`config.mk`:
```
export PLATFORM = sky130hd
export DESIGN_NAME = cva6_lsu_issue_stage
export DESIGN_NICKNAME = d
export VERILOG_FILES = /design/src/rtl/cva6_lsu_issue_stage.sv
export SDC_FILE = /design/constraint.sdc
export NUM_CORES = 1
export LEC_CHECK = 0
export BUFFER_PORTS_ARGS = -buffer_cell sky130_fd_sc_hd__buf_2
export CAP_MARGIN = 25
export CORE_MARGIN = 1
export CORE_UTILIZATION = 52
export CTS_CLUSTER_DIAMETER = 200
export DETAILED_ROUTE_END_ITERATION = 10
export PLACE_DENSITY = 0.75
export SYNTH_ARGS = -nofsm -noshare
export SYNTH_HDL_FRONTEND = slang
export SYNTH_SLANG_ARGS = --single-unit
```
`constraint.sdc`:
```
create_clock -name clk_i -period 2.51 [get_ports clk_i]
set_input_delay 0.1255 -clock clk_i [delete_from_list [all_inputs] [get_ports clk_i]]
set_output_delay 0.1255 -clock clk_i [all_outputs]
set_load 0.02 [all_outputs]
```
`src/rtl/cva6_lsu_issue_stage.sv`:
```
// In-order load/store issue stage in front of the CVA6 LSU.
// Spaced single-cycle issue pulses, store commit timers, pending-store throttle.
module cva6_lsu_issue_stage #(
    parameter int unsigned DEPTH       = 4,
    parameter int unsigned INSTR_W     = 32,
    parameter int unsigned COMMIT_LAT  = 2,
    parameter int unsigned MAX_PEND_ST = 2
) (
    input  logic                       clk_i,
    input  logic                       rst_ni,
    input  logic                       enq_valid_i,
    input  logic [INSTR_W-1:0]         enq_instr_i,
    input  logic                       enq_is_load_i,
    output logic                       enq_ready_o,
    input  logic                       flush_i,
    input  logic                       lsu_ready_i,
    input  logic                       store_done_i,
    output logic [INSTR_W-1:0]         instr_o,
    output logic                       is_load_o,
    output logic                       instr_valid_o,
    output logic                       store_commit_o,
    output logic [$clog2(DEPTH+1)-1:0] count_o,
    output logic [2:0]                 pend_st_o
);

    localparam int unsigned AW = $clog2(DEPTH);
    localparam int unsigned CW = $clog2(DEPTH + 1);
    localparam int unsigned NT = MAX_PEND_ST;

    logic [INSTR_W-1:0] mem_instr [DEPTH];
    logic [DEPTH-1:0]   mem_ld;
    logic [AW-1:0]      rd_ptr;
    logic [AW-1:0]      wr_ptr;
    logic [CW-1:0]      count;
    logic [2:0]         pend_st;
    logic [2:0]         tmr_cnt [NT];
    logic [NT-1:0]      tmr_act;
    logic [NT-1:0]      alloc;
    logic               found;
    logic               push;
    logic               issue;
    logic               head_ld;
    logic               st_issue;
    logic               st_dec;

    assign enq_ready_o = rst_ni && (count < CW'(DEPTH));
    assign push        = enq_valid_i && enq_ready_o && !flush_i;
    assign head_ld     = mem_ld[rd_ptr];
    assign issue       = (count != '0) && lsu_ready_i && !instr_valid_o
                         && !flush_i
                         && (head_ld || (pend_st < 3'(MAX_PEND_ST)));
    assign st_issue    = issue && !head_ld;
    assign st_dec      = store_done_i && (pend_st != '0);
    assign count_o     = count;
    assign pend_st_o   = pend_st;

    always_ff @(posedge clk_i) begin
        if (push) begin
            mem_instr[wr_ptr] <= enq_instr_i;
            mem_ld[wr_ptr]    <= enq_is_load_i;
        end
    end

    always_ff @(posedge clk_i) begin
        if (!rst_ni) begin
            rd_ptr        <= '0;
            wr_ptr        <= '0;
            count         <= '0;
            pend_st       <= '0;
            instr_valid_o <= 1'b0;
            instr_o       <= '0;
            is_load_o     <= 1'b0;
        end else begin
            if (flush_i) begin
                rd_ptr <= '0;
                wr_ptr <= '0;
                count  <= '0;
            end else begin
                if (push) wr_ptr <= wr_ptr + AW'(1);
                if (issue) rd_ptr <= rd_ptr + AW'(1);
                if (push && !issue) count <= count + CW'(1);
                else if (issue && !push) count <= count - CW'(1);
            end
            instr_valid_o <= issue;
            instr_o       <= issue ? mem_instr[rd_ptr] : '0;
            is_load_o     <= issue && head_ld;
            if (st_issue && !st_dec) pend_st <= pend_st + 3'd1;
            else if (st_dec && !st_issue) pend_st <= pend_st - 3'd1;
        end
    end

    // a new store takes the lowest idle commit timer
    always_comb begin
        alloc = '0;
        found = 1'b0;
        for (int i = 0; i < int'(NT); i++) begin
            if (st_issue && !tmr_act[i] && !found) begin
                alloc[i] = 1'b1;
                found    = 1'b1;
            end
        end
    end

    always_ff @(posedge clk_i) begin
        if (!rst_ni) begin
            tmr_act        <= '0;
            store_commit_o <= 1'b0;
            for (int i = 0; i < int'(NT); i++) tmr_cnt[i] <= '0;
        end else begin
            store_commit_o <= 1'b0;
            for (int i = 0; i < int'(NT); i++) begin
                if (alloc[i]) begin
                    tmr_act[i] <= 1'b1;
                    tmr_cnt[i] <= 3'(COMMIT_LAT);
                end else if (tmr_act[i]) begin
                    if (tmr_cnt[i] == 3'd1) begin
                        tmr_act[i]     <= 1'b0;
                        tmr_cnt[i]     <= '0;
                        store_commit_o <= 1'b1;
                    end else begin
                        tmr_cnt[i] <= tmr_cnt[i] - 3'd1;
                    end
                end
            end
        end
    end

endmodule

```
==> results.yml, run 1 <==
worst_setup_path:
  critical_path.startpoint_type: "flop"
  timing.critical_path.slowest_stage_cell: "sky130_fd_sc_hd__or3_4"
  timing.critical_path.max_delay_family: "simple AND/OR/NAND/NOR gates"
  setup.worst_path.class: "reg -> reg"
  cp.required_ns: 2.87
  worstPathCellList: "mux2_4 > or3_4 > nand2_4 > ha_4 > inv_1 > fa_2 > xor2_1 > or3_1 > a21oi_2"
  critPathMaxFanout: 7
  cpPeakStageDelay_ns: 0.41
  worst_setup_path_end_kind: "flop"
  cp.arrival_ns: 2.81
  critical_path.n_buffers_inverters: 1
logic_synthesis:
  multiplexer_fraction_of_the_synthesized_cell_area_pct: 12.1
  synth_top_area_share_pct: 60.7
  yosysWarningCount: 0
  dominant_combinational_cell_family_by_area_after_synthesis: "multiplexers"
  synth_enable_flop_cells: 138
  most_area_hungry_cell_type_in_the_yosys_netlist: "sky130_fd_sc_hd__edfxtp_1"
  synthCells: 367
  synthSimpleGateAreaFrac_pct: 7.09
  post_synth_main_area_contributors: "sky130_fd_sc_hd__edfxtp_1, sky130_fd_sc_hd__dfxtp_1, sky130_fd_sc_hd__mux4_2"
  synth_sequential_area_ratio_pct: 74.5
  synth_seq_cells: 185
  library_cells_used_by_synthesis: 38
  synthXorXnorAreaFrac_pct: 0.770
  postSynthNetCount: 418
  ys_async_sr_fraction_pct: 0
  syn_avg_cell_area_um2: 18.6
  synth_compound_gate_area_share_pct: 1.50
  synthesis.area_um2: 6830
  synth-adder-area-share_pct: 2.42
  synthFlopType: "sky130_fd_sc_hd__edfxtp_1"
global_routing:
  grt_start_max_net_pins: 36
  grt_first_pass_wirelength_um: 18000
  overall_fraction_of_global_route_tracks_in_use_pct: 18.4
  grt_antenna_before_repair: 0
  grt_pass1_vias: 3532
  global_route.overflow_total: 0
finish:
  post_route_cells_drive_above_1_share_pct: 33.1
  final_design_area_no_fill_um2: 8450
  antenna_diode_instance_count: 0
  finish.utilization_pct: 66.4
  area_growth_syn_to_layout_pct: 23.7
  fin_nets: 549
  finish.cell_count_without_fillers: 683
  layout.filler_cells: 910
pwr:
  power.combinational.fraction_pct: 5.8
  power_density_nw_per_um2: 736
  total_power_mw: 6.22
  switching_share_pct: 21.3
  ir_drop_mv: 0.447
  power.internal_mw: 4.89
  seqPwrFrac_pct: 54.2
  leakage_power_summed_over_all_cells_nw: 3.06
  power.clock.fraction_pct: 40.0
  power_spent_charging_and_discharging_nets_mw: 1.33
place:
  numPortBuffers: 80
  detailedPlace.worstSlack_ns: -0.0348
  gp_routability_congestion: 0.775
  numPlacedInstances: 618
  detailed_place_hpwl_um: 6590
  dpl_cell_area_um2: 7520
floorplan:
  initial_core_util_pct: 53.7
  dieArea_um2: 13600
  ios: 81
  placeableCoreArea_um2: 12700
  std_cell_rows: 41
  die_width_um: 117
  floorplan.die.height_um: 117
clock_network:
  insertion_delay_ns: 0.42
  cts.path.max_buffers: 2
  cts_num_sinks: 185
  clockRootBuffer: "sky130_fd_sc_hd__clkbuf_16"
  clock_tree_from_tritoncts: "yes"
  htreeDepth: 4
  numCtsBuffers: 17
  clkSlewWorstSetupHoldPaths_ns: 0.06
routing:
  detailedRoute.firstIterationViolations: 185
  detail_route.drc_violations: 0
  route.detailed.wl_per_inst_um: 16.9
  vias: 3492
  postRouteAntennaNets: 0
  drt-vias-per-instance: 5.11
  first_pass_iters: 4
  routed_wire_length_um: 11600
sta:
  final-hold-violation-count: 0
  hold_ws_ns: 0.0538
  period_minus_slack_ns: 2.45
  actual_transition_at_the_worst_max_transition_pin_ns: 0.630
  finClkSkew_ns: 0.00683
  worst_slew_margin_rel_pct: 58.0
  layout_worst_path_cycle_share_pct: 97.5
  achievable-frequency_ghz: 0.409
  timing.final.setup_violations: 0
  rsz0062_at_grt: "yes"
  setup_total_negative_slack_ns: 0
  timing.final.ws_setup_ns: 0.0627
  timing.final.max_slew_violations: 0
outcome:
  status: "finished clean"
run:
  drv_cap: 0
worst_hold_path:
  min_path_type: "in -> reg"
## layer usage
layer | global-route usage (%) | up-vias | part of all wire (%)
li1 | - | 1649 | -
met1 | 22.4 | 1739 | 43
met5 | 0 | - | 0
met4 | 8.35 | 0 | 1.7
met3 | 4.05 | 18 | 4.1
met2 | 31.6 | 86 | 52
## Yosys cell counts (3+ instances only)
master and instances:
sky130_fd_sc_hd__edfxtp_1 138, sky130_fd_sc_hd__dfxtp_1 47, sky130_fd_sc_hd__nor2b_1 37, sky130_fd_sc_hd__mux4_2 28, sky130_fd_sc_hd__nor2_1 16, sky130_fd_sc_hd__inv_1 12, sky130_fd_sc_hd__ha_1 10, sky130_fd_sc_hd__nand2_1 9
sky130_fd_sc_hd__buf_2 6, sky130_fd_sc_hd__clkbuf_1 6, sky130_fd_sc_hd__and2_1 5, sky130_fd_sc_hd__mux4_1 5, sky130_fd_sc_hd__a21oi_1 3, sky130_fd_sc_hd__mux2_1 3, sky130_fd_sc_hd__mux2i_1 3, sky130_fd_sc_hd__nand3_1 3
sky130_fd_sc_hd__nand3b_1 3, sky130_fd_sc_hd__o21ai_0 3, sky130_fd_sc_hd__or3_1 3, sky130_fd_sc_hd__xnor2_1 3, sky130_fd_sc_hd__xor2_1 3
## layout by cell type, fill, tap and decap left out, types with 2 or more instances in the layout
| master | Yosys | final |
|---|---|---|
| sky130_fd_sc_hd__a21oi_2 | 1 | 2 |
| sky130_fd_sc_hd__inv_6 | 0 | 3 |
| sky130_fd_sc_hd__clkinv_1 | 0 | 2 |
| sky130_fd_sc_hd__and2_2 | 0 | 4 |
| sky130_fd_sc_hd__dlygate4sd3_1 | 0 | 33 |
| sky130_fd_sc_hd__nor2_1 | 16 | 16 |
| sky130_fd_sc_hd__nand3b_1 | 3 | 3 |
| sky130_fd_sc_hd__a21oi_1 | 3 | 2 |
| sky130_fd_sc_hd__mux4_1 | 5 | 5 |
| sky130_fd_sc_hd__fa_2 | 0 | 2 |
| sky130_fd_sc_hd__inv_8 | 0 | 2 |
| sky130_fd_sc_hd__buf_4 | 0 | 9 |
| sky130_fd_sc_hd__mux2i_1 | 3 | 3 |
| sky130_fd_sc_hd__clkbuf_16 | 0 | 17 |
| sky130_fd_sc_hd__xnor2_1 | 3 | 3 |
| sky130_fd_sc_hd__dfxtp_1 | 47 | 45 |
| sky130_fd_sc_hd__xor2_1 | 3 | 3 |
| sky130_fd_sc_hd__inv_1 | 12 | 11 |
| sky130_fd_sc_hd__buf_2 | 6 | 80 |
| sky130_fd_sc_hd__or3_1 | 3 | 2 |
| sky130_fd_sc_hd__mux4_2 | 28 | 28 |
| sky130_fd_sc_hd__nor2b_1 | 37 | 37 |
| sky130_fd_sc_hd__nand2_1 | 9 | 8 |
| sky130_fd_sc_hd__inv_2 | 1 | 2 |
| sky130_fd_sc_hd__mux2_1 | 3 | 2 |
| sky130_fd_sc_hd__ha_1 | 10 | 8 |
| sky130_fd_sc_hd__nand3_1 | 3 | 2 |
| sky130_fd_sc_hd__clkinvlp_4 | 0 | 2 |
| sky130_fd_sc_hd__edfxtp_1 | 138 | 138 |
| sky130_fd_sc_hd__nor3_1 | 2 | 2 |
| sky130_fd_sc_hd__buf_12 | 0 | 3 |
| sky130_fd_sc_hd__o21ai_0 | 3 | 3 |
| sky130_fd_sc_hd__clkinv_2 | 0 | 2 |
| sky130_fd_sc_hd__nand2b_1 | 2 | 2 |
| sky130_fd_sc_hd__clkbuf_1 | 6 | 2 |
## worst reg2reg max path: cells and delay by family, from the launching register on
| family | cells | cell delay, ns |
|---|---|---|
| compound gates | 1 | 0.14 |
| xor+xnor | 1 | 0.15 |
| fa+ha+maj | 2 | 0.46 |
| buf+inv | 1 | 0.05 |
| flops | 1 | 0.39 |
| mux | 1 | 0.30 |
| simple gates | 3 | 0.89 |
## logic make-up after synthesis
logic type      Yosys count
compound gates           15
flops                   185
simple gates             84
xor+xnor                  6
fa+ha+maj                12
buf+inv                  26
mux                      39
## final timing paths
path                                 start  slack [ns]  cells past startpoint              to
worst max-delay path             rd_ptr[0]        0.06                      9      count_o[2]
worst min-delay path                rst_ni        0.05                      3      tmr_act[0]
worst max register to register   rd_ptr[0]        0.06                      9      count_o[2]
worst min register to register  tmr_act[1]        0.54                      2  store_commit_o
## state kept, by name, summed over array words and instances, names as in the netlist, 3 cells and up
signal and count:
tmr_cnt 6, mem_ld 4, instr_o 32, count_o 3, mem_instr 128, pend_st_o 3
## power by group through the flow
stage          clock [mW]  sequential [mW]  combinational [mW]
6_report             2.49             3.37               0.358
5_1_grt              2.65             3.38               0.395
4_1_cts              2.53             3.37               0.356
3_5_place_dp            0             3.44               0.307
3_3_place_gp            0             3.43               0.296
2_1_floorplan           0             3.46               0.167
## cell type report
class,instances,area (um2),area share (%)
Sequential cell,185,5090,60.3
Timing Repair Buffer,125,858,10.2
Clock buffer,19,433,5.13
Multi-Input combinational cell,156,1680,19.9
Clock inverter,13,120,1.42
Tap cell,172,215,2.55
Inverter,13,48.8,0.578
## what timing repair did
item / 4_1_cts / 5_1_grt
pin swaps: 0 / 3
setup endpoints to repair: 1 / 2
hold buffers: 33 / 0
endpoints found under the hold margin: 132 / 0
cloned: 0 / 0
gates resized for setup: 4 / 6
setup buffers: 0 / 0
(Power assumes the default switching activity.)
==> inputs of run 2 (changes only) <==
--- a/config.mk
+++ b/config.mk
@@ -5,11 +5,13 @@
 export SDC_FILE = /design/constraint.sdc
 export NUM_CORES = 1
 export LEC_CHECK = 0
+export ABC_AREA = 1
 export BUFFER_PORTS_ARGS = -buffer_cell sky130_fd_sc_hd__buf_2
 export CAP_MARGIN = 25
 export CORE_MARGIN = 1
 export CORE_UTILIZATION = 52
 export CTS_CLUSTER_DIAMETER = 200
+export CTS_CLUSTER_SIZE = 24
 export DETAILED_ROUTE_END_ITERATION = 10
 export PLACE_DENSITY = 0.75
 export SYNTH_ARGS = -nofsm -noshare
==> results.yml, run 2 <==
worst_setup_path:
  cp.required_ns: 2.82
  critical_path.startpoint_type: "flop"
  critPathMaxFanout: 7
  path_depth: 11
  timing.critical_path.max_delay_family: "adder cells"
  reg2regPathDepth: 11
  cpPeakStageDelay_ns: 0.42
  rrSetupSlack_ns: 0.33
  critical_path.n_buffers_inverters: 2
  worst_setup_path_end_kind: "flop"
  worstPathCellList: "nor3_1 > nor2_1 > nand3_2 > inv_1 > ha_1 > inv_1 > fa_1 > a21oi_1 > o21ai_0 > o21ai_0 > a21oi_1"
  cp.arrival_ns: 2.49
  setup.worst_path.class: "reg -> reg"
  timing.critical_path.slowest_stage_cell: "sky130_fd_sc_hd__dfxtp_1"
sta:
  rsz0062_at_grt: "no"
  timing.final.setup_violations: 0
  setup_total_negative_slack_ns: 0
  layout_worst_path_cycle_share_pct: 87.0
  worst_slew_margin_rel_pct: 54.4
  finClkSkew_ns: 0.00974
  hold_ws_ns: 0.0275
  final-hold-violation-count: 0
  period_minus_slack_ns: 2.18
  achievable-frequency_ghz: 0.458
  actual_transition_at_the_worst_max_transition_pin_ns: 0.683
  timing.final.max_slew_violations: 0
finish:
  final_common_cell: "sky130_fd_sc_hd__nor2_1"
  largest_reg_flops: 128
  area_growth_syn_to_layout_pct: 21.9
  regMostFlops: "mem_instr"
  most_frequent_cells_in_the_layout: "sky130_fd_sc_hd__nor2_1, sky130_fd_sc_hd__edfxtp_1, sky130_fd_sc_hd__buf_2"
  biggestRegsByFlops: "mem_instr (128), instr_o (32), tmr_cnt (6)"
  fin_nets: 730
  post_route_cells_drive_above_1_share_pct: 23.8
  finish.utilization_pct: 66.1
  antenna_diode_instance_count: 0
floorplan:
  initial_core_util_pct: 54.2
  floorplan.die.height_um: 118
  placeableCoreArea_um2: 12900
  die_width_um: 118
  ios: 81
  std_cell_rows: 41
  dieArea_um2: 13900
pwr:
  leakage_power_summed_over_all_cells_nw: 3.21
  ir_drop_mv: 0.503
  power_density_nw_per_um2: 739
  total_power_mw: 6.29
outcome:
  status: "finished clean"
logic_synthesis:
  yosys-top-cells-count: "sky130_fd_sc_hd__nor2_1, sky130_fd_sc_hd__edfxtp_1, sky130_fd_sc_hd__o21ai_0"
  synthFlopType: "sky130_fd_sc_hd__edfxtp_1"
  synthMostInstantiatedCell: "sky130_fd_sc_hd__nor2_1"
  synth_sequential_area_ratio_pct: 72.9
  yosysWarningCount: 0
  postSynthNetCount: 609
  most_area_hungry_cell_type_in_the_yosys_netlist: "sky130_fd_sc_hd__edfxtp_1"
  synthesis.area_um2: 6980
  synth_enable_flop_cells: 138
  syn_avg_cell_area_um2: 12.5
  post_synth_main_area_contributors: "sky130_fd_sc_hd__edfxtp_1, sky130_fd_sc_hd__dfxtp_1, sky130_fd_sc_hd__nor2_1"
  synthCells: 558
  synth_top_area_share_pct: 59.4
  ys_async_sr_fraction_pct: 0
  synth_seq_cells: 185
  library_cells_used_by_synthesis: 28
global_routing:
  grt_pass1_vias: 4388
  global_route.overflow_total: 0
  overall_fraction_of_global_route_tracks_in_use_pct: 20.2
  grt_start_max_net_pins: 43
  grt_antenna_before_repair: 0
  grt_first_pass_wirelength_um: 21300
clock_network:
  insertion_delay_ns: 0.43
  cts_post_setup_buffers_inserted: 0
  cts.path.max_buffers: 2
  clock_tree_from_tritoncts: "yes"
  htreeDepth: 4
  cts_num_sinks: 185
  clockRootBuffer: "sky130_fd_sc_hd__clkbuf_16"
  numCtsBuffers: 17
  cts_hold_buf: 33
  clkSlewWorstSetupHoldPaths_ns: 0.06
  postcts_resize_cnt: 0
place:
  gp_routability_congestion: 0.818
  numPortBuffers: 80
  detailed_place_hpwl_um: 7580
routing:
  routed_wire_length_um: 13200
  vias: 4421
  detailedRoute.firstIterationViolations: 265
  detail_route.drc_violations: 0
  postRouteAntennaNets: 0
  route.detailed.wl_per_inst_um: 15.3
  drt-vias-per-instance: 5.12
  first_pass_iters: 4
worst_hold_path:
  min_delay_path_depth: 4
  min_path_type: "in -> reg"
run:
  drv_cap: 0
run 2: final timing paths:
check,endpoint,startpoint
setup / recovery,pend_st_o[2],count_o[0]
hold / removal,wr_ptr[0],flush_i
setup reg to reg,pend_st_o[2],count_o[0]
hold reg to reg,pend_st_o[2],pend_st_o[2]
run 2: layer usage:
metal	global-route usage, %	part of all wire (%)	vias up
li1	-	-	2159
met4	9.21	1.6	0
met2	35.8	53	109
met1	23.3	41	2137
met3	4.60	4.5	16
met5	0	0	-
run 2: final cells by class:
cell class	instances	area, um2
Tap cell	172	215
Sequential cell	185	5090
Fill cell	954	4370
Multi-Input combinational cell	316	1660
Clock inverter	11	98.8
Inverter	32	123
Clock buffer	21	460
Timing Repair Buffer	127	861
run 2: per-stage QoR:
| step | setup slack (ns) | instances | area, um2 |
|---|---|---|---|
| 4_1_cts | 0.335 | 864 | 8510 |
| 3_5_place_dp | 0.345 | 799 | 7620 |
| 3_3_place_gp | 0.431 | 799 | 7620 |
| 5_1_grt | 0.114 | 864 | 8510 |
| 6_report | 0.327 | 864 | 8510 |
| 2_1_floorplan | -0.111 | 558 | 6980 |
run 2: power by group:
group / total [mW] / internal, mW / switching [mW]
clock network: 2.48 / 1.41 / 1.07
registers: 3.39 / 3.35 / 0.0398
logic: 0.416 / 0.163 / 0.254
total: 6.29 / 4.92 / 1.36
run 2: worst register-to-register path, stage by stage, from the launching register on:
cell and delay, ns:
sky130_fd_sc_hd__dfxtp_1 0.42, sky130_fd_sc_hd__nor3_1 0.08, sky130_fd_sc_hd__nor2_1 0.24, sky130_fd_sc_hd__nand3_2 0.19, sky130_fd_sc_hd__inv_1 0.10, sky130_fd_sc_hd__ha_1 0.14
sky130_fd_sc_hd__inv_1 0.07, sky130_fd_sc_hd__fa_1 0.38, sky130_fd_sc_hd__a21oi_1 0.14, sky130_fd_sc_hd__o21ai_0 0.11, sky130_fd_sc_hd__o21ai_0 0.15, sky130_fd_sc_hd__a21oi_1 0.05
run 2: cells by family after synthesis:
group,synth area share [%]
adder cells (fa/ha/maj),2.37
flip-flops,72.9
XOR/XNOR,0.628
AND/OR/NAND/NOR,10.4
AO/OA/AOI/OAI,9.99
buffers and inverters,3.75
